## config.mk

```make
export PLATFORM = sky130hd
export DESIGN_NAME = mem_stage_flat
export DESIGN_NICKNAME = d
export VERILOG_FILES = /design/src/rtl/mem_stage_if.sv /design/src/rtl/mem_stage.sv /design/src/flat_wrapper.sv
export SDC_FILE = /design/constraint.sdc
export NUM_CORES = 1
export LEC_CHECK = 0
export CAP_MARGIN = 10
export CORE_AREA = 10 10 235 237
export DETAILED_ROUTE_END_ITERATION = 16
export DIE_AREA = 0 0 245 247
export DONT_BUFFER_PORTS = 1
export PLACE_DENSITY_LB_ADDON = 0.25
export SLEW_MARGIN = 20
export SYNTH_ARGS = -nofsm -noshare
export SYNTH_HDL_FRONTEND = slang
export SYNTH_SLANG_ARGS = --single-unit
```

## constraint.sdc

```tcl
create_clock -name clk_i -period 1.65 [get_ports clk_i]
set_input_delay 0.2475 -clock clk_i [delete_from_list [all_inputs] [get_ports clk_i]]
set_output_delay 0.2475 -clock clk_i [all_outputs]
set_load 0.005 [all_outputs]
```

## src/rtl/mem_stage_if.sv

```systemverilog
// Shared pipeline record types and the three handshake interfaces of the memory stage:
// execute->memory, memory->writeback and the data bus.
package mem_stage_pkg;

  typedef struct packed {
    logic [3:0] alu_op;
    logic       memtoreg;
    logic       regwrite;
    logic       memread;
    logic       memwrite;
  } ctl_t;

  typedef struct packed {
    logic [63:0] pc;
    ctl_t        ctl;
    logic [63:0] result_alu;
    logic [63:0] wd;
    logic [4:0]  wa;
  } execute_data_t;

  typedef struct packed {
    logic [63:0] pc;
    ctl_t        ctl;
    logic [63:0] result;
    logic [63:0] wd;
    logic [4:0]  wa;
  } memory_data_t;

endpackage

interface exe_mem_if;
  import mem_stage_pkg::*;

  logic          valid;
  logic          ready;
  execute_data_t data;

  modport master (output valid, output data, input ready);
  modport slave  (input valid, input data, output ready);
endinterface

interface mem_wb_if;
  import mem_stage_pkg::*;

  logic         valid;
  logic         ready;
  memory_data_t data;
  logic         misalign;

  modport master (output valid, output data, output misalign, input ready);
  modport slave  (input valid, input data, input misalign, output ready);
endinterface

interface dbus_if;
  logic        req_valid;
  logic [63:0] addr;
  logic [2:0]  size;
  logic [7:0]  strobe;
  logic [63:0] wdata;
  logic        addr_ok;
  logic        data_ok;
  logic [63:0] rdata;

  modport master (
    output req_valid, output addr, output size, output strobe, output wdata,
    input  addr_ok,   input  data_ok, input rdata
  );
  modport slave (
    input  req_valid, input  addr, input size, input strobe, input wdata,
    output addr_ok,   output data_ok, output rdata
  );
endinterface

```

## src/rtl/mem_stage.sv

```systemverilog
// RV64 memory stage: takes one execute record, performs at most one 8-byte LD/SD on the data bus,
// and holds the writeback record until it is consumed.
module mem_stage
  import mem_stage_pkg::*;
#(
  parameter bit ALIGN_CHECK = 1'b1
) (
  input  logic       clk_i,
  input  logic       rst_ni,
  input  logic       flush_i,
  exe_mem_if.slave   in_if,
  mem_wb_if.master   out_if,
  dbus_if.master     dbus
);

  typedef enum logic [1:0] {StIdle, StAccess, StDone} state_e;

  state_e        state_q, state_d;
  logic          kill_q, kill_d;
  execute_data_t req_q;
  memory_data_t  out_q;
  logic          misalign_q;

  logic in_ready;
  logic in_is_mem;
  logic in_misal;
  logic accept;
  logic complete;

  // Address acceptance carries no meaning here; completion is signalled by data_ok alone.
  logic unused_addr_ok;
  assign unused_addr_ok = dbus.addr_ok;

  assign in_is_mem = in_if.data.ctl.memread | in_if.data.ctl.memwrite;
  assign in_misal  = ALIGN_CHECK && in_is_mem && (in_if.data.result_alu[2:0] != 3'b000);
  assign accept    = in_if.valid && in_ready && !flush_i;
  // A killed access still has to drain on the bus, but its result never reaches writeback.
  assign complete  = (state_q == StAccess) && dbus.data_ok && !kill_q && !flush_i;

  always_ff @(posedge clk_i or negedge rst_ni) begin
    if (!rst_ni) begin
      state_q <= StIdle;
      kill_q  <= 1'b0;
    end else begin
      state_q <= state_d;
      kill_q  <= kill_d;
    end
  end

  always_comb begin
    state_d = state_q;
    kill_d  = 1'b0;
    unique case (state_q)
      StIdle, StDone: begin
        if (flush_i) begin
          state_d = StIdle;
        end else if (accept) begin
          state_d = (in_is_mem && !in_misal) ? StAccess : StDone;
        end else if ((state_q == StDone) && out_if.ready) begin
          state_d = StIdle;
        end
      end
      StAccess: begin
        if (dbus.data_ok) begin
          state_d = (kill_q || flush_i) ? StIdle : StDone;
        end else begin
          kill_d = kill_q || flush_i;
        end
      end
      default: state_d = StIdle;
    endcase
  end

  always_comb begin
    in_ready       = 1'b0;
    out_if.valid   = 1'b0;
    dbus.req_valid = 1'b0;
    unique case (state_q)
      StIdle:   in_ready = 1'b1;
      StAccess: dbus.req_valid = 1'b1;
      StDone: begin
        in_ready     = out_if.ready;
        out_if.valid = 1'b1;
      end
      default: ;
    endcase
  end

  always_ff @(posedge clk_i or negedge rst_ni) begin
    if (!rst_ni) begin
      req_q      <= '0;
      out_q      <= '0;
      misalign_q <= 1'b0;
    end else if (accept) begin
      req_q       <= in_if.data;
      misalign_q  <= in_misal;
      out_q.pc    <= in_if.data.pc;
      out_q.ctl   <= in_if.data.ctl;
      out_q.wd    <= in_if.data.wd;
      out_q.wa    <= in_if.data.wa;
      out_q.result <= in_misal ? 64'd0 : in_if.data.result_alu;
      if (in_misal) begin
        out_q.ctl.regwrite <= 1'b0;
      end
    end else if (complete && req_q.ctl.memread) begin
      out_q.result <= dbus.rdata;
    end
  end

  assign in_if.ready     = in_ready;
  assign out_if.data     = out_q;
  assign out_if.misalign = out_if.valid && misalign_q;

  // Bus fields come only from the held request so they stay stable for the whole access.
  assign dbus.addr   = req_q.result_alu;
  assign dbus.size   = 3'b011;
  assign dbus.strobe = req_q.ctl.memwrite ? 8'hff : 8'h00;
  assign dbus.wdata  = req_q.wd;

endmodule

```

## src/flat_wrapper.sv

```systemverilog
// flat-port wrapper written by rule: the top's interface ports become plain ports
module mem_stage_flat import mem_stage_pkg::*;
#(
  parameter bit ALIGN_CHECK = 1'b1
)
  (clk_i, rst_ni, flush_i, in_if_valid, in_if_data, in_if_ready, out_if_valid, out_if_data, out_if_misalign, out_if_ready, dbus_req_valid, dbus_addr, dbus_size, dbus_strobe, dbus_wdata, dbus_addr_ok, dbus_data_ok, dbus_rdata);
  exe_mem_if in_if_i ();
  mem_wb_if out_if_i ();
  dbus_if dbus_i ();
  input  logic clk_i;
  input  logic rst_ni;
  input  logic flush_i;
  input wire logic [$bits(in_if_i.valid)-1:0] in_if_valid;
  input wire logic [$bits(in_if_i.data)-1:0] in_if_data;
  output wire logic [$bits(in_if_i.ready)-1:0] in_if_ready;
  output wire logic [$bits(out_if_i.valid)-1:0] out_if_valid;
  output wire logic [$bits(out_if_i.data)-1:0] out_if_data;
  output wire logic [$bits(out_if_i.misalign)-1:0] out_if_misalign;
  input wire logic [$bits(out_if_i.ready)-1:0] out_if_ready;
  output wire logic [$bits(dbus_i.req_valid)-1:0] dbus_req_valid;
  output wire logic [$bits(dbus_i.addr)-1:0] dbus_addr;
  output wire logic [$bits(dbus_i.size)-1:0] dbus_size;
  output wire logic [$bits(dbus_i.strobe)-1:0] dbus_strobe;
  output wire logic [$bits(dbus_i.wdata)-1:0] dbus_wdata;
  input wire logic [$bits(dbus_i.addr_ok)-1:0] dbus_addr_ok;
  input wire logic [$bits(dbus_i.data_ok)-1:0] dbus_data_ok;
  input wire logic [$bits(dbus_i.rdata)-1:0] dbus_rdata;
  assign in_if_i.valid = in_if_valid;
  assign in_if_i.data = in_if_data;
  assign in_if_ready = in_if_i.ready;
  assign out_if_valid = out_if_i.valid;
  assign out_if_data = out_if_i.data;
  assign out_if_misalign = out_if_i.misalign;
  assign out_if_i.ready = out_if_ready;
  assign dbus_req_valid = dbus_i.req_valid;
  assign dbus_addr = dbus_i.addr;
  assign dbus_size = dbus_i.size;
  assign dbus_strobe = dbus_i.strobe;
  assign dbus_wdata = dbus_i.wdata;
  assign dbus_i.addr_ok = dbus_addr_ok;
  assign dbus_i.data_ok = dbus_data_ok;
  assign dbus_i.rdata = dbus_rdata;
  mem_stage #(.ALIGN_CHECK(ALIGN_CHECK)) u_core (.clk_i(clk_i), .rst_ni(rst_ni), .flush_i(flush_i), .in_if(in_if_i), .out_if(out_if_i), .dbus(dbus_i));
endmodule
```

==> reports/results.txt, run 1 <==
Design Area, Final - 0.01745 sq mm
met3 GRT Util - 6.776%
highest attainable clock frequency - 579.2 MHz
routed wire length - 52.21 mm
Hold WS - -0.6258 ns
via count - 9,158
final setup vio count - 151
CP Depth - 5
R2R Setup Slk - -0.08 ns
detailed-route DRC error count - 0
part of the power in registers - 48.3%
Worst-Margin Slew - 0.5711 ns
Pwr per Cell Area - 1169 mW/mm^2
Max Cap Viol - 0
Post-synth top flop - dfrtp_1
Rel. slew slack - 60.94%
register area share after synthesis - 54.96%
Final Slew Violations - 0
sw frac - 28.40%
switching power - 5.793 mW
cells on worst reg2reg path - 5
Ports - 624
Total Routing Usage GR - 15.98%
GP Congestion - 0.7652
crit path from - u_core.state_q[1]$_DFFE_PN0P_
final antenna diode count - 0
largest stage delay on the critical path - 0.37 ns
LEAKAGE - 7.302 nW
Clock Skew - 0.01130 ns
CP cell instances - nor2b_4 -> or3_4 -> buf_12 -> buf_12 -> mux2_4
vias per cell - 4.926
wire per inst - 28.08 microns
critical path peak fanout - 16
fin crit share - 104.6%
r2r endpoint - u_core.dbus.wdata[14]$_DFFE_PN0N_
clock network power share - 35.0%
largest net degree at the start of global routing - 274
Period minus WS final - 1.726 ns
CP top delay family - simple AND/OR/NAND/NOR gates
critical path class - register to register
EDFF count, synth - 0
vias in the first global route - 9,858
crit path DAT - 2.18 ns
port bufs - 0
total die area - 0.06052 sq mm
hold crit path type - input port to asynchronous set/reset pin
failing checks - negative hold slack, negative setup slack
Internal Pwr Total - 14.60 mW
GRT met2 Usage - 27.31%
met1 Usage GRT - 17.64%
CTS tree - done
WP buf/inv - 2
average size of a mapped cell - 13.42 sq um
peak supply drop - 801.8 uV
critical path endpoint - u_core.dbus.wdata[14]$_DFFE_PN0N_
clk slew on worst S/H paths - 0.06 ns
Top Usage Layer GRT - met2
Gate Count Post-Synth - 926
CTS root buf - clkbuf_16
Setup crit end kind - register
Crit path top cell by count - buf_12
CTS buffer count - 31
initial antenna violation count - 0
PnR worst setup slack - -0.07643 ns
final net count - 1,434
distinct cell type count after synthesis - 32
clk buf depth - 3
#FFs+latches synth - 273
Die Ht - 247 microns
Die X-Extent - 245 microns
hold_buf cts - 272
RSZ-0062 raised after global routing - yes
Comb pwr share - 16.6%
Synth async-reset ratio - 100.0%
status - complete, but fails checks
total grt overflow - 0
synthesis warning total - 0
initial core utilization - 24.53%
CP Launch Type - register
Post-DP Area - 0.01303 sq mm
Critical Path RT - 2.10 ns
Max stage delay cell, worst path - dfrtp_1
Rows - 83
Antenna Violating Nets Remaining - 0
final hold violations - 273
Core Area - 0.05068 sq mm
first-pass GRT wire length - 73.17 mm
Clock Latency Late Sink - 0.57 ns
area grow syn2layout - 40.34%
CTS sink cnt - 273
starting DRC count in detailed routing - 519
Synth Cell Area - 0.01243 sq mm
worst reg2reg startpoint - u_core.state_q[1]$_DFFE_PN0P_
Pre-antenna DRT Iters - 7
share of layout cells above drive strength 1 - 31.13%
DP Wirelength - 35.18 mm
most frequent cells in the layout - 272 x dlygate4sd3_1, 272 x dfrtp_1, 117 x mux2_4, 87 x mux2_2, 67 x o21ai_0
# H-tree levels - 1
registers in the layout (all words and copies together) (netlist names):
signal and cells:
u_core.out_if.data 141, u_core.dbus.addr 64, u_core.dbus.wdata 64, u_core.state_q 2, u_core.kill_q 1, u_core.misalign_q 1
through the flow:
stage          TNS, ns  setup slack [ns]  cells  total power [mW]  utilization [%]
3_3_place_gp    -1.692          -0.09458   1509             12.51            25.71
2_1_floorplan   -8.247          -0.07316    927             11.71                -
4_1_cts         -3.471          -0.08058   1848             20.52            33.66
5_1_grt         -14.46           -0.1034   1859             21.33            34.42
3_5_place_dp    -3.458          -0.04910   1509             12.57            25.71
6_report        -5.389          -0.07643   1859             20.40            34.42
cell families after synthesis:
group	synth area share [%]
other	0.06042
AO/OA/AOI/OAI	11.01
multiplexers	22.01
AND/OR/NAND/NOR	3.503
flip-flops	54.96
buffers and inverters	8.455
synth_stat cells (4+ instances only):
cell	number	area (sq um)
a2111oi_0	65	569.3
a31oi_1	64	400.4
buf_2	9	45.04
buf_4	76	570.6
buf_6	20	225.2
clkbuf_1	53	198.9
dfrtp_1	273	6832
mux2_2	87	979.7
mux2_4	117	1757
nand3_1	64	320.3
nor2_1	4	15.01
o21ai_0	67	335.3
repair_timing:
item / in CTS / in global routing
setup buffers: 9 / 5
pin swaps: 1 / 32
resized for setup: 17 / 60
endpoints found under the hold margin: 545 / 273
setup endpoints to repair: 175 / 265
gates cloned: 4 / 6
worst register-to-register path, stage by stage, from the launching register on:
cell	delay, ns
dfrtp_1	0.37
nor2b_4	0.14
or3_4	0.36
buf_12	0.18
buf_12	0.24
mux2_4	0.31
power by group through the flow:
stage / registers, mW / logic, mW / clock network, mW
after floorplan: 9.02 / 2.69 / 0
after global placement: 10.0 / 2.48 / 0
after detailed placement: 10.0 / 2.55 / 0
after CTS: 9.93 / 3.26 / 7.33
after global routing: 10.1 / 3.64 / 7.64
final: 9.86 / 3.39 / 7.14
worst min path at each step:
stage,from,end
6_report,rst_ni,u_core.dbus.addr[35]$_DFFE_PN0N_
5_1_grt,rst_ni,u_core.out_if.data[2]$_DFFE_PN0N_
4_1_cts,rst_ni,u_core.dbus.addr[35]$_DFFE_PN0N_
3_5_place_dp,rst_ni,u_core.dbus.addr[35]$_DFFE_PN0N_
3_3_place_gp,rst_ni,u_core.dbus.addr[35]$_DFFE_PN0N_
2_1_floorplan,rst_ni,u_core.dbus.addr[0]$_DFFE_PN0N_
metal layers:
layer	vias to the layer above	wire length (microns)
li1	3839	-
met1	4680	18840
met2	562	26000
met3	77	5795
met4	0	1576
met5	-	0
layout make-up:
class                   count  area [sq um]
inverters                   2         7.507
multi-input cells         493          4738
clock inverters             6         105.1
flip-flops and latches    273          6833
well taps                 680         850.8
clock buffers              48         949.7
fillers                  4949         33230
repair buffers            357          3961
(Power assumes the default switching activity.)
==> run 2: changes to the inputs <==
Settings changed: SLEW_MARGIN 20 to not set.
==> results of run 2 <==
No change in the layout: final DEF, timing and power equal those of run 1.
